[config.mk]
export PLATFORM = sky130hd
export DESIGN_NAME = forwarding_hazard_unit_flat
export DESIGN_NICKNAME = d
export VERILOG_FILES = /design/src/rtl/forwarding_hazard_unit_pkg.sv /design/src/rtl/forwarding_hazard_unit_if.sv /design/src/rtl/forwarding_hazard_unit_fwd_select.sv /design/src/rtl/forwarding_hazard_unit.sv /design/src/flat_wrapper.sv
export SDC_FILE = /design/constraint.sdc
export NUM_CORES = 1
export LEC_CHECK = 0
export BUFFER_PORTS_ARGS = -buffer_cell sky130_fd_sc_hd__buf_2
export CORE_MARGIN = 2
export CORE_UTILIZATION = 58
export CTS_BUF_LIST = sky130_fd_sc_hd__clkbuf_8
export CTS_CLUSTER_DIAMETER = 60
export DETAILED_ROUTE_END_ITERATION = 16
export PLACE_DENSITY = 0.87
export SYNTH_ARGS = -nofsm -noshare
export SYNTH_HDL_FRONTEND = slang
export SYNTH_SLANG_ARGS = --single-unit
[constraint.sdc]
create_clock -name i_clk -period 5.2 [get_ports i_clk]
set_input_delay 0.78 -clock i_clk [delete_from_list [all_inputs] [get_ports i_clk]]
set_output_delay 0.78 -clock i_clk [all_outputs]
set_load 0.01 [all_outputs]
[src/rtl/forwarding_hazard_unit_pkg.sv]
// Shared definitions for the forwarding / load-use hazard unit:
// widths, forwarding select codes, FSM encoding and scoreboard slot layout.
package forwarding_hazard_unit_pkg;

  localparam int BITS_REGS          = 5;
  localparam int BITS_CORTOCIRCUITO = 3;
  localparam int BITS_COUNT         = 32;

  // Forwarding select codes seen by the EX operand muxes; 3'b011..3'b111 unused.
  localparam logic [BITS_CORTOCIRCUITO-1:0] FWD_REG   = 3'b000;
  localparam logic [BITS_CORTOCIRCUITO-1:0] FWD_EXMEM = 3'b001;
  localparam logic [BITS_CORTOCIRCUITO-1:0] FWD_MEMWB = 3'b010;

  typedef enum logic {
    ST_RUN      = 1'b0,
    ST_LD_STALL = 1'b1
  } state_t;

  // One scoreboard slot shadows one pipeline stage's destination.
  typedef struct packed {
    logic                 valid;
    logic [BITS_REGS-1:0] dest;
    logic                 regwrite;
    logic                 memread;
  } slot_t;

  localparam int    SLOT_W     = $bits(slot_t);
  localparam slot_t SLOT_EMPTY = '0;

endpackage

[src/rtl/forwarding_hazard_unit_if.sv]
// ID-stage instruction fields into the hazard unit and the select/stall
// controls back out to the pipeline.
//
// Handshake: the ID fields are meaningful only while i_id_valid=1. The unit
// accepts the ID instruction on a rising edge when i_id_valid=1 and
// o_pc_write=1 (its "ready"); while o_pc_write=0 the pipeline must hold the
// same ID fields stable so they are re-evaluated next cycle. i_flush squashes
// the ID instruction regardless of o_pc_write.
interface forwarding_hazard_unit_if;
  import forwarding_hazard_unit_pkg::*;

  logic                          i_id_valid;
  logic [BITS_REGS-1:0]          i_id_rs;
  logic [BITS_REGS-1:0]          i_id_rt;
  logic                          i_id_use_rs;
  logic                          i_id_use_rt;
  logic [BITS_REGS-1:0]          i_id_dest;
  logic                          i_id_regwrite;
  logic                          i_id_memread;
  logic                          i_flush;

  logic [BITS_CORTOCIRCUITO-1:0] o_corto_register_A;
  logic [BITS_CORTOCIRCUITO-1:0] o_corto_register_B;
  logic                          o_pc_write;
  logic                          o_ifid_write;
  logic                          o_idex_bubble;
  logic [BITS_COUNT-1:0]         o_stall_count;

  // Debug visibility of the FSM and the oldest scoreboard slot.
  state_t                        o_state;
  slot_t                         o_wb_slot;

  modport master (
    output i_id_valid, i_id_rs, i_id_rt, i_id_use_rs, i_id_use_rt,
           i_id_dest, i_id_regwrite, i_id_memread, i_flush,
    input  o_corto_register_A, o_corto_register_B, o_pc_write,
           o_ifid_write, o_idex_bubble, o_stall_count, o_state, o_wb_slot
  );

  modport slave (
    input  i_id_valid, i_id_rs, i_id_rt, i_id_use_rs, i_id_use_rt,
           i_id_dest, i_id_regwrite, i_id_memread, i_flush,
    output o_corto_register_A, o_corto_register_B, o_pc_write,
           o_ifid_write, o_idex_bubble, o_stall_count, o_state, o_wb_slot
  );

endinterface

[src/rtl/forwarding_hazard_unit_fwd_select.sv]
// Combinational forwarding select for one source register. The youngest
// producer (EX slot) wins over the MEM slot; WB producers are served by the
// write-first register file, so they map to FWD_REG.
module fwd_select
  import forwarding_hazard_unit_pkg::*;
(
  input  logic                          en,
  input  logic [BITS_REGS-1:0]          r,
  input  logic                          ex_valid,
  input  logic                          ex_regwrite,
  input  logic [BITS_REGS-1:0]          ex_dest,
  input  logic                          mem_valid,
  input  logic                          mem_regwrite,
  input  logic [BITS_REGS-1:0]          mem_dest,
  output logic                          ex_hit,
  output logic [BITS_CORTOCIRCUITO-1:0] code
);

  logic mem_hit;
  logic r_nonzero;

  // r0 is hardwired zero and never forwarded.
  assign r_nonzero = (r != '0);
  assign ex_hit    = ex_valid  & ex_regwrite  & (ex_dest  == r) & r_nonzero;
  assign mem_hit   = mem_valid & mem_regwrite & (mem_dest == r) & r_nonzero;

  // Priority select: EX producer, then MEM producer, else register file.
  always_comb begin
    code = FWD_REG;
    if (en) begin
      if (ex_hit)       code = FWD_EXMEM;
      else if (mem_hit) code = FWD_MEMWB;
    end
  end

endmodule

[src/rtl/forwarding_hazard_unit.sv]
// ID-stage hazard unit: shadows EX/MEM/WB destinations in a 3-slot
// scoreboard, registers forwarding selects so they reach EX together with the
// ID/EX register, and stalls one cycle on a load-use dependency.
module forwarding_hazard_unit
  import forwarding_hazard_unit_pkg::*;
(
  input  logic                     i_clk,
  input  logic                     i_reset,
  forwarding_hazard_unit_if.slave  bus
);

  slot_t                         ex_q;
  slot_t                         mem_q;
  slot_t                         wb_q;
  state_t                        state_q;
  logic [BITS_CORTOCIRCUITO-1:0] code_a_q;
  logic [BITS_CORTOCIRCUITO-1:0] code_b_q;
  logic [BITS_COUNT-1:0]         stall_count_q;

  logic                          hit_a;
  logic                          hit_b;
  logic [BITS_CORTOCIRCUITO-1:0] code_a;
  logic [BITS_CORTOCIRCUITO-1:0] code_b;
  logic                          stall;
  logic                          issue;

  fwd_select u_sel_a (
    .en           (bus.i_id_valid & bus.i_id_use_rs),
    .r            (bus.i_id_rs),
    .ex_valid     (ex_q.valid),
    .ex_regwrite  (ex_q.regwrite),
    .ex_dest      (ex_q.dest),
    .mem_valid    (mem_q.valid),
    .mem_regwrite (mem_q.regwrite),
    .mem_dest     (mem_q.dest),
    .ex_hit       (hit_a),
    .code         (code_a)
  );

  fwd_select u_sel_b (
    .en           (bus.i_id_valid & bus.i_id_use_rt),
    .r            (bus.i_id_rt),
    .ex_valid     (ex_q.valid),
    .ex_regwrite  (ex_q.regwrite),
    .ex_dest      (ex_q.dest),
    .mem_valid    (mem_q.valid),
    .mem_regwrite (mem_q.regwrite),
    .mem_dest     (mem_q.dest),
    .ex_hit       (hit_b),
    .code         (code_b)
  );

  // A load in EX cannot forward yet; the consumer waits one cycle. Flush wins.
  assign stall = bus.i_id_valid & ~bus.i_flush & ex_q.memread &
                 ((hit_a & bus.i_id_use_rs) | (hit_b & bus.i_id_use_rt));
  assign issue = bus.i_id_valid & ~stall & ~bus.i_flush;

  assign bus.o_pc_write         = ~stall;
  assign bus.o_ifid_write       = ~stall;
  assign bus.o_idex_bubble      = stall | bus.i_flush;
  assign bus.o_corto_register_A = code_a_q;
  assign bus.o_corto_register_B = code_b_q;
  assign bus.o_stall_count      = stall_count_q;
  assign bus.o_state            = state_q;
  assign bus.o_wb_slot          = wb_q;

  // Scoreboard shift, registered selects, stall counter and stall FSM.
  always_ff @(posedge i_clk) begin
    if (i_reset) begin
      ex_q          <= SLOT_EMPTY;
      mem_q         <= SLOT_EMPTY;
      wb_q          <= SLOT_EMPTY;
      state_q       <= ST_RUN;
      code_a_q      <= FWD_REG;
      code_b_q      <= FWD_REG;
      stall_count_q <= '0;
    end else begin
      wb_q  <= mem_q;
      mem_q <= ex_q;
      if (issue) begin
        ex_q <= '{valid:    1'b1,
                  dest:     bus.i_id_dest,
                  regwrite: bus.i_id_regwrite,
                  memread:  bus.i_id_memread};
      end else begin
        ex_q <= SLOT_EMPTY;
      end

      // A bubble entering EX must read the register file.
      code_a_q <= issue ? code_a : FWD_REG;
      code_b_q <= issue ? code_b : FWD_REG;

      if (stall && (stall_count_q != '1)) begin
        stall_count_q <= stall_count_q + 1'b1;
      end

      case (state_q)
        ST_RUN:      state_q <= stall ? ST_LD_STALL : ST_RUN;
        ST_LD_STALL: state_q <= ST_RUN;
        default:     state_q <= ST_RUN;
      endcase
    end
  end

endmodule
[src/flat_wrapper.sv]
// flat-port wrapper written by rule: the top's interface ports become plain ports
module forwarding_hazard_unit_flat import forwarding_hazard_unit_pkg::*;
  (i_clk, i_reset, bus_i_id_valid, bus_i_id_rs, bus_i_id_rt, bus_i_id_use_rs, bus_i_id_use_rt, bus_i_id_dest, bus_i_id_regwrite, bus_i_id_memread, bus_i_flush, bus_o_corto_register_A, bus_o_corto_register_B, bus_o_pc_write, bus_o_ifid_write, bus_o_idex_bubble, bus_o_stall_count, bus_o_state, bus_o_wb_slot);
  forwarding_hazard_unit_if bus_i ();
  input  logic i_clk;
  input  logic i_reset;
  input wire logic [$bits(bus_i.i_id_valid)-1:0] bus_i_id_valid;
  input wire logic [$bits(bus_i.i_id_rs)-1:0] bus_i_id_rs;
  input wire logic [$bits(bus_i.i_id_rt)-1:0] bus_i_id_rt;
  input wire logic [$bits(bus_i.i_id_use_rs)-1:0] bus_i_id_use_rs;
  input wire logic [$bits(bus_i.i_id_use_rt)-1:0] bus_i_id_use_rt;
  input wire logic [$bits(bus_i.i_id_dest)-1:0] bus_i_id_dest;
  input wire logic [$bits(bus_i.i_id_regwrite)-1:0] bus_i_id_regwrite;
  input wire logic [$bits(bus_i.i_id_memread)-1:0] bus_i_id_memread;
  input wire logic [$bits(bus_i.i_flush)-1:0] bus_i_flush;
  output wire logic [$bits(bus_i.o_corto_register_A)-1:0] bus_o_corto_register_A;
  output wire logic [$bits(bus_i.o_corto_register_B)-1:0] bus_o_corto_register_B;
  output wire logic [$bits(bus_i.o_pc_write)-1:0] bus_o_pc_write;
  output wire logic [$bits(bus_i.o_ifid_write)-1:0] bus_o_ifid_write;
  output wire logic [$bits(bus_i.o_idex_bubble)-1:0] bus_o_idex_bubble;
  output wire logic [$bits(bus_i.o_stall_count)-1:0] bus_o_stall_count;
  output wire logic [$bits(bus_i.o_state)-1:0] bus_o_state;
  output wire logic [$bits(bus_i.o_wb_slot)-1:0] bus_o_wb_slot;
  assign bus_i.i_id_valid = bus_i_id_valid;
  assign bus_i.i_id_rs = bus_i_id_rs;
  assign bus_i.i_id_rt = bus_i_id_rt;
  assign bus_i.i_id_use_rs = bus_i_id_use_rs;
  assign bus_i.i_id_use_rt = bus_i_id_use_rt;
  assign bus_i.i_id_dest = bus_i_id_dest;
  assign bus_i.i_id_regwrite = bus_i_id_regwrite;
  assign bus_i.i_id_memread = bus_i_id_memread;
  assign bus_i.i_flush = bus_i_flush;
  assign bus_o_corto_register_A = bus_i.o_corto_register_A;
  assign bus_o_corto_register_B = bus_i.o_corto_register_B;
  assign bus_o_pc_write = bus_i.o_pc_write;
  assign bus_o_ifid_write = bus_i.o_ifid_write;
  assign bus_o_idex_bubble = bus_i.o_idex_bubble;
  assign bus_o_stall_count = bus_i.o_stall_count;
  assign bus_o_state = bus_i.o_state;
  assign bus_o_wb_slot = bus_i.o_wb_slot;
  forwarding_hazard_unit u_core (.i_clk(i_clk), .i_reset(i_reset), .bus(bus_i));
endmodule
# Yosys cells after proc, flatten, opt, wreduce, memory -nomap -nowiden
# Index checks and enable logic that the tools add are counted.
# W data, S select, Z words.
[totals] regBits=61 latch_bits=0 mem_bits_rw=0 mem_bits_ro=0 input_bits=23 output_inout_bits=50 word_cells=66 mem_count=0
[classes] add_sub_neg=1 multipliers=0 div_mod_pow=0 order_cmp=0 n_eq_ne=5 shift=0 mux=7 bitwise_logic=27 n_reduce_logical=8
[ops] operator="$add A32 B1 Y32 const B" count=1
[ops] operator="$ne A32 B32 Y1 const B" count=1
[ops] operator="$eq A5 B5 Y1" count=4
[ops] operator="$and A1 B1 Y1" count=19
[ops] operator="$reduce_bool A5 Y1" count=2
[ops] operator="$mux W8" count=1
[ops] operator="$reduce_or A4 Y1" count=2
[ops] operator="$not A1 Y1" count=6
[ops] operator="$reduce_or A3 Y1" count=2
[ops] operator="$mux W2" count=2
[ops] operator="$mux W1" count=3
[ops] operator="$or A1 B1 Y1" count=2
[ops] operator="$pmux W1 S2" count=1
[ops] operator="$reduce_or A2 Y1" count=1
[ops] operator="$logic_and A1 B1 Y1" count=1

# Depth between registers and ports, before layout
[logic_depth] depth_word=11 ltp_mapped=8 mapped_depth_nobuf=7

# Modules after synthesis
# A second synthesis with hierarchy kept.
[unflattened] cells_unflattened=305 area_unflattened_um2=2872.8
[modules_own_cells] module="forwarding_hazard_unit" n_inst=1 cells_per_inst=259 area_each_um2=2507.4 seq_area_each_um2=1261.2
[modules_own_cells] module="fwd_select" n_inst=2 cells_per_inst=23 area_each_um2=182.7 seq_area_each_um2=0.0

# Least setup slack after synthesis
# OpenSTA, ideal clock, no wires.
[synth_timing] path_type="input to output" start="input port bus_i_id_rt[1]" end="output port bus_o_pc_write" t_arrival_ns=2.131 t_required_ns=4.420 path_slack_ns=2.289 cell_stages=5 n_path_buf=1 path_cell_list="or4_1 -> o211ai_2 -> nor3_4 -> nor2_1 -> buf_4"
[synth_via] elab_chain_cells=7 elab_cells_between_ends=8 cone_classes="1 x eq/ne; 6 x bitwise; 1 x reduce/logical"
[synth_rtl] element="start, declared" line_no="flat_wrapper.sv:9" source="input wire logic [$bits(bus_i.i_id_rt)-1:0] bus_i_id_rt;"
[synth_rtl] element="$eq A5 B5 Y1" line_no="forwarding_hazard_unit_fwd_select.sv:24" source="assign ex_hit = ex_valid & ex_regwrite & (ex_dest == r) & r_nonzero;"
[synth_rtl] element="$and A1 B1 Y1" line_no="forwarding_hazard_unit_fwd_select.sv:24"
[synth_rtl] element="$and A1 B1 Y1 (*)" line_no="forwarding_hazard_unit_fwd_select.sv:24"
[synth_rtl] element="$and A1 B1 Y1 (*)" line_no="forwarding_hazard_unit.sv:55" source="((hit_a & bus.i_id_use_rs) | (hit_b & bus.i_id_use_rt));"
[synth_rtl] element="$or A1 B1 Y1 (*)" line_no="forwarding_hazard_unit.sv:55"
[synth_rtl] element="$and A1 B1 Y1 (*)" line_no="forwarding_hazard_unit.sv:54" source="assign stall = bus.i_id_valid & ~bus.i_flush & ex_q.memread &"
[synth_rtl] element="$not A1 Y1 (*)"
[synth_rtl] element="end, declared" line_no="flat_wrapper.sv:18" source="output wire logic [$bits(bus_i.o_pc_write)-1:0] bus_o_pc_write;"
# Mark *: on every way between the ends. The rest lies on a longest branch, timed or not.

# Final worst setup path
[layout_timing] start="input port bus_i_id_rt[1]" end="output port bus_o_idex_bubble"
[layout_via] elab_chain_cells=7 elab_cells_between_ends=8 cone_classes="1 x eq/ne; 6 x bitwise; 1 x reduce/logical"
[layout_rtl] element="$eq A5 B5 Y1" line_no="forwarding_hazard_unit_fwd_select.sv:24"
[layout_rtl] element="$and A1 B1 Y1" line_no="forwarding_hazard_unit_fwd_select.sv:24"
[layout_rtl] element="$and A1 B1 Y1 (*)" line_no="forwarding_hazard_unit_fwd_select.sv:24"
[layout_rtl] element="$and A1 B1 Y1 (*)" line_no="forwarding_hazard_unit.sv:55"
[layout_rtl] element="$or A1 B1 Y1 (*)" line_no="forwarding_hazard_unit.sv:55"
[layout_rtl] element="$and A1 B1 Y1 (*)" line_no="forwarding_hazard_unit.sv:54"
[layout_rtl] element="$or A1 B1 Y1 (*)" line_no="forwarding_hazard_unit.sv:60" source="assign bus.o_idex_bubble = stall | bus.i_flush;"
[layout_rtl] element="end, declared" line_no="flat_wrapper.sv:20" source="output wire logic [$bits(bus_i.o_idex_bubble)-1:0] bus_o_idex_bubble;"
# Marks and branches as above.

==> out/results.ini <==
[run_status]
status=completed

[hold_path]
min_path_type=reg2reg
hold_depth=1
whs_endpoint=u_core.bus.o_state$_SDFF_PP0_
min-delay-start=u_core.bus.o_state$_SDFF_PP0_

[die]
dieArea_mm2=0.00534
core_region_area_mm2=0.00466
rows=25
die_y_um=73.0
ios=73
fp.dieW_um=73.0
start_util=0.593

[grt]
met2_usage=0.383
grt_start_max_net_pins=54
use_met1=0.319
antenna_found_initial=0
grt_pass1_vias=2356
grt_overflow=0
use_met3=0.0470
grt_util_all_layers=0.246
busiest_layer=met2
grt_pass1_wl_um=10300

[pwr]
power_mw=0.916
vdd_drop_max_uv=206
power_density_mw_per_mm2=277
p_leak_nw=1.34

[critical_path]
required_ps=4420
endpoint_kind=output pin
path_class=in2out
regToRegSetupSlack_ps=2680
r2r-start=u_core.ex_q[3]$_SDFF_PP0_
arrival_ps=2390
worstPathMaxFanout=6
start_kind=input port
r2r_cells=6
reg2reg_to=u_core.bus.o_stall_count[23]$_SDFFE_PP0P_

[synth]
ys_warn_count=0
synth_cells=305
syn-cell-area_mm2=0.00277
ys_seq_elements=61
synth_top_area_cell=dfxtp_1
synth-edff-count=0
dominantRegCellSynth=dfxtp_1
ys_top_cells_by_area=dfxtp_1 (44%), xor2_1 (4.4%), a21oi_1 (4.2%)
synth.yosys.seq_area_share=0.442
synth-async-reset-ratio=0
yosysTopAreaCellShare=0.442
syn_area_per_cell_um2=9.07
synth.distinct_cells=40

[sta]
setup-tns-final_ps=0
slew_headroom=0.255
max_freq_mhz=316
grt_setup_unrepaired=false
setup_violations=0
hold_slack_ps=428
setup_ws_ps=2030
min_period_over_period=0.609
fin_crit_ps=3170
tightest_slew_ps=1120
fin_skew_ps=4.05
drv_slew=0
hold_viol_final=0

[routing]
drt_iter0_drc=174
ant_nets=0
routed_wl_um=6170
wl_per_cell_um=14.2
via_count=2554
viasPerCell=5.90
drt_first_pass_iters=4
drc=0

[clock_tree]
clockBufferDepth=2
cts_resized=0
path_clk_slew_ps=70
cts_root_buffer=clkbuf_8
cts_buffers=9
clk_latency_ps=340
cts_num_sinks=61
cts_tree=done
holdBufCountCts=0
post_cts.repair.setup_buffers=0
htreeDepth=3

[final_layout]
multi_input_area_mm2=0.00146
fillCellCount=372
antenna_cells=0
fin_util=0.710
drive_gt1_frac=0.266
layout.nets=398
register_area_mm2=0.00122
area_growth_pct=19.7

[job]
cap_violations=0

[placement]
post-place-ws_ps=1890
port_buffers=70
hpwl_um=4390
gp_congestion=1.01

==> cells in the mapped netlist, types with 2 or more instances <==
cell type / n
nor2_1: 11
mux2_2: 2
nor3_1: 11
inv_1: 6
xnor2_1: 9
nor3_4: 2
o21ba_2: 2
nand2_1: 14
and4_1: 3
o31ai_1: 12
o211ai_2: 2
o211ai_1: 4
buf_4: 4
nor2b_1: 18
or3_1: 12
nand3_1: 12
or2_2: 3
or4_1: 13
nor4_1: 4
nand4_1: 14
and3_1: 11
clkbuf_1: 7
a21oi_1: 23
buf_2: 2
o21ai_0: 15
o2111ai_1: 2
dfxtp_1: 61
xor2_1: 14
==> cell type report <==
class,count,area share
multi-input cells,226,0.441
inverters,6,0.00680
well taps,54,0.0204
flip-flops and latches,61,0.369
repair buffers,70,0.106
clock inverters,7,0.0200
clock buffers,9,0.0374
==> where the power goes <==
part	total, mW	internal (mW)	leakage (nW)	switching [mW]
clock	0.405	0.218	0.0987	0.187
combinational	0.0380	0.0162	0.752	0.0218
sequential	0.473	0.471	0.492	0.00285
==> sequential cells by signal, indices dropped and copies added (netlist names) <==
| name | count |
|---|---|
| u_core.bus.o_corto_register_A | 2 |
| u_core.bus.o_corto_register_B | 2 |
| u_core.bus.o_stall_count | 32 |
| u_core.bus.o_state | 1 |
| u_core.bus.o_wb_slot | 8 |
| u_core.ex_q | 8 |
| u_core.mem_q | 8 |
==> logic make-up after synthesis <==
group	synth area share
buffers and inverters	0.0321
flip-flops	0.442
XOR/XNOR	0.0729
AND/OR/NAND/NOR	0.295
adder cells (fa/ha/maj)	0.00452
AO/OA/AOI/OAI	0.141
other	0.00136
multiplexers	0.0118
==> worst max path at each step <==
stage,endpoint,start,depth (start not counted)
detailed placement,u_core.bus.o_stall_count[23]$_SDFFE_PP0P_,bus_i_id_rt[1],7
global placement,u_core.bus.o_stall_count[23]$_SDFFE_PP0P_,bus_i_id_rt[1],7
CTS,bus_o_idex_bubble,bus_i_id_rt[1],6
global route,bus_o_idex_bubble,bus_i_id_rt[1],6
floorplan,bus_o_pc_write,bus_i_id_rt[1],5
finish,bus_o_idex_bubble,bus_i_id_rt[1],6
==> per-layer routing <==
metal	up-vias	wire length [µm]
li1	1261	-
met1	1199	2910
met2	79	2830
met3	15	279
met4	0	143
met5	-	0
==> worst max-delay path: stages <==
cell	delay (ps)
buf_2	120
or4_1	580
o211ai_2	300
nor3_4	110
or3_1	340
buf_2	160
==> metrics by stage <==
step                      instance area [µm²]  instances
after detailed placement                 3120        417
final                                    3310        433
after global routing                     3310        433
after floorplan                          2770        306
after CTS                                3310        433
after global placement                   3120        417
==> cell usage in the layout, fill, tap and decap left out, drive strengths merged, types with 14 or more instances in the layout <==
master and n:
buf 70, dfxtp 61, a21oi 23, nor2b 18
o21ai 16, xor2 14, nand2 14, nand4 14
or4 14, nor3 14
Note: power is estimated with default switching activity, not from simulation.
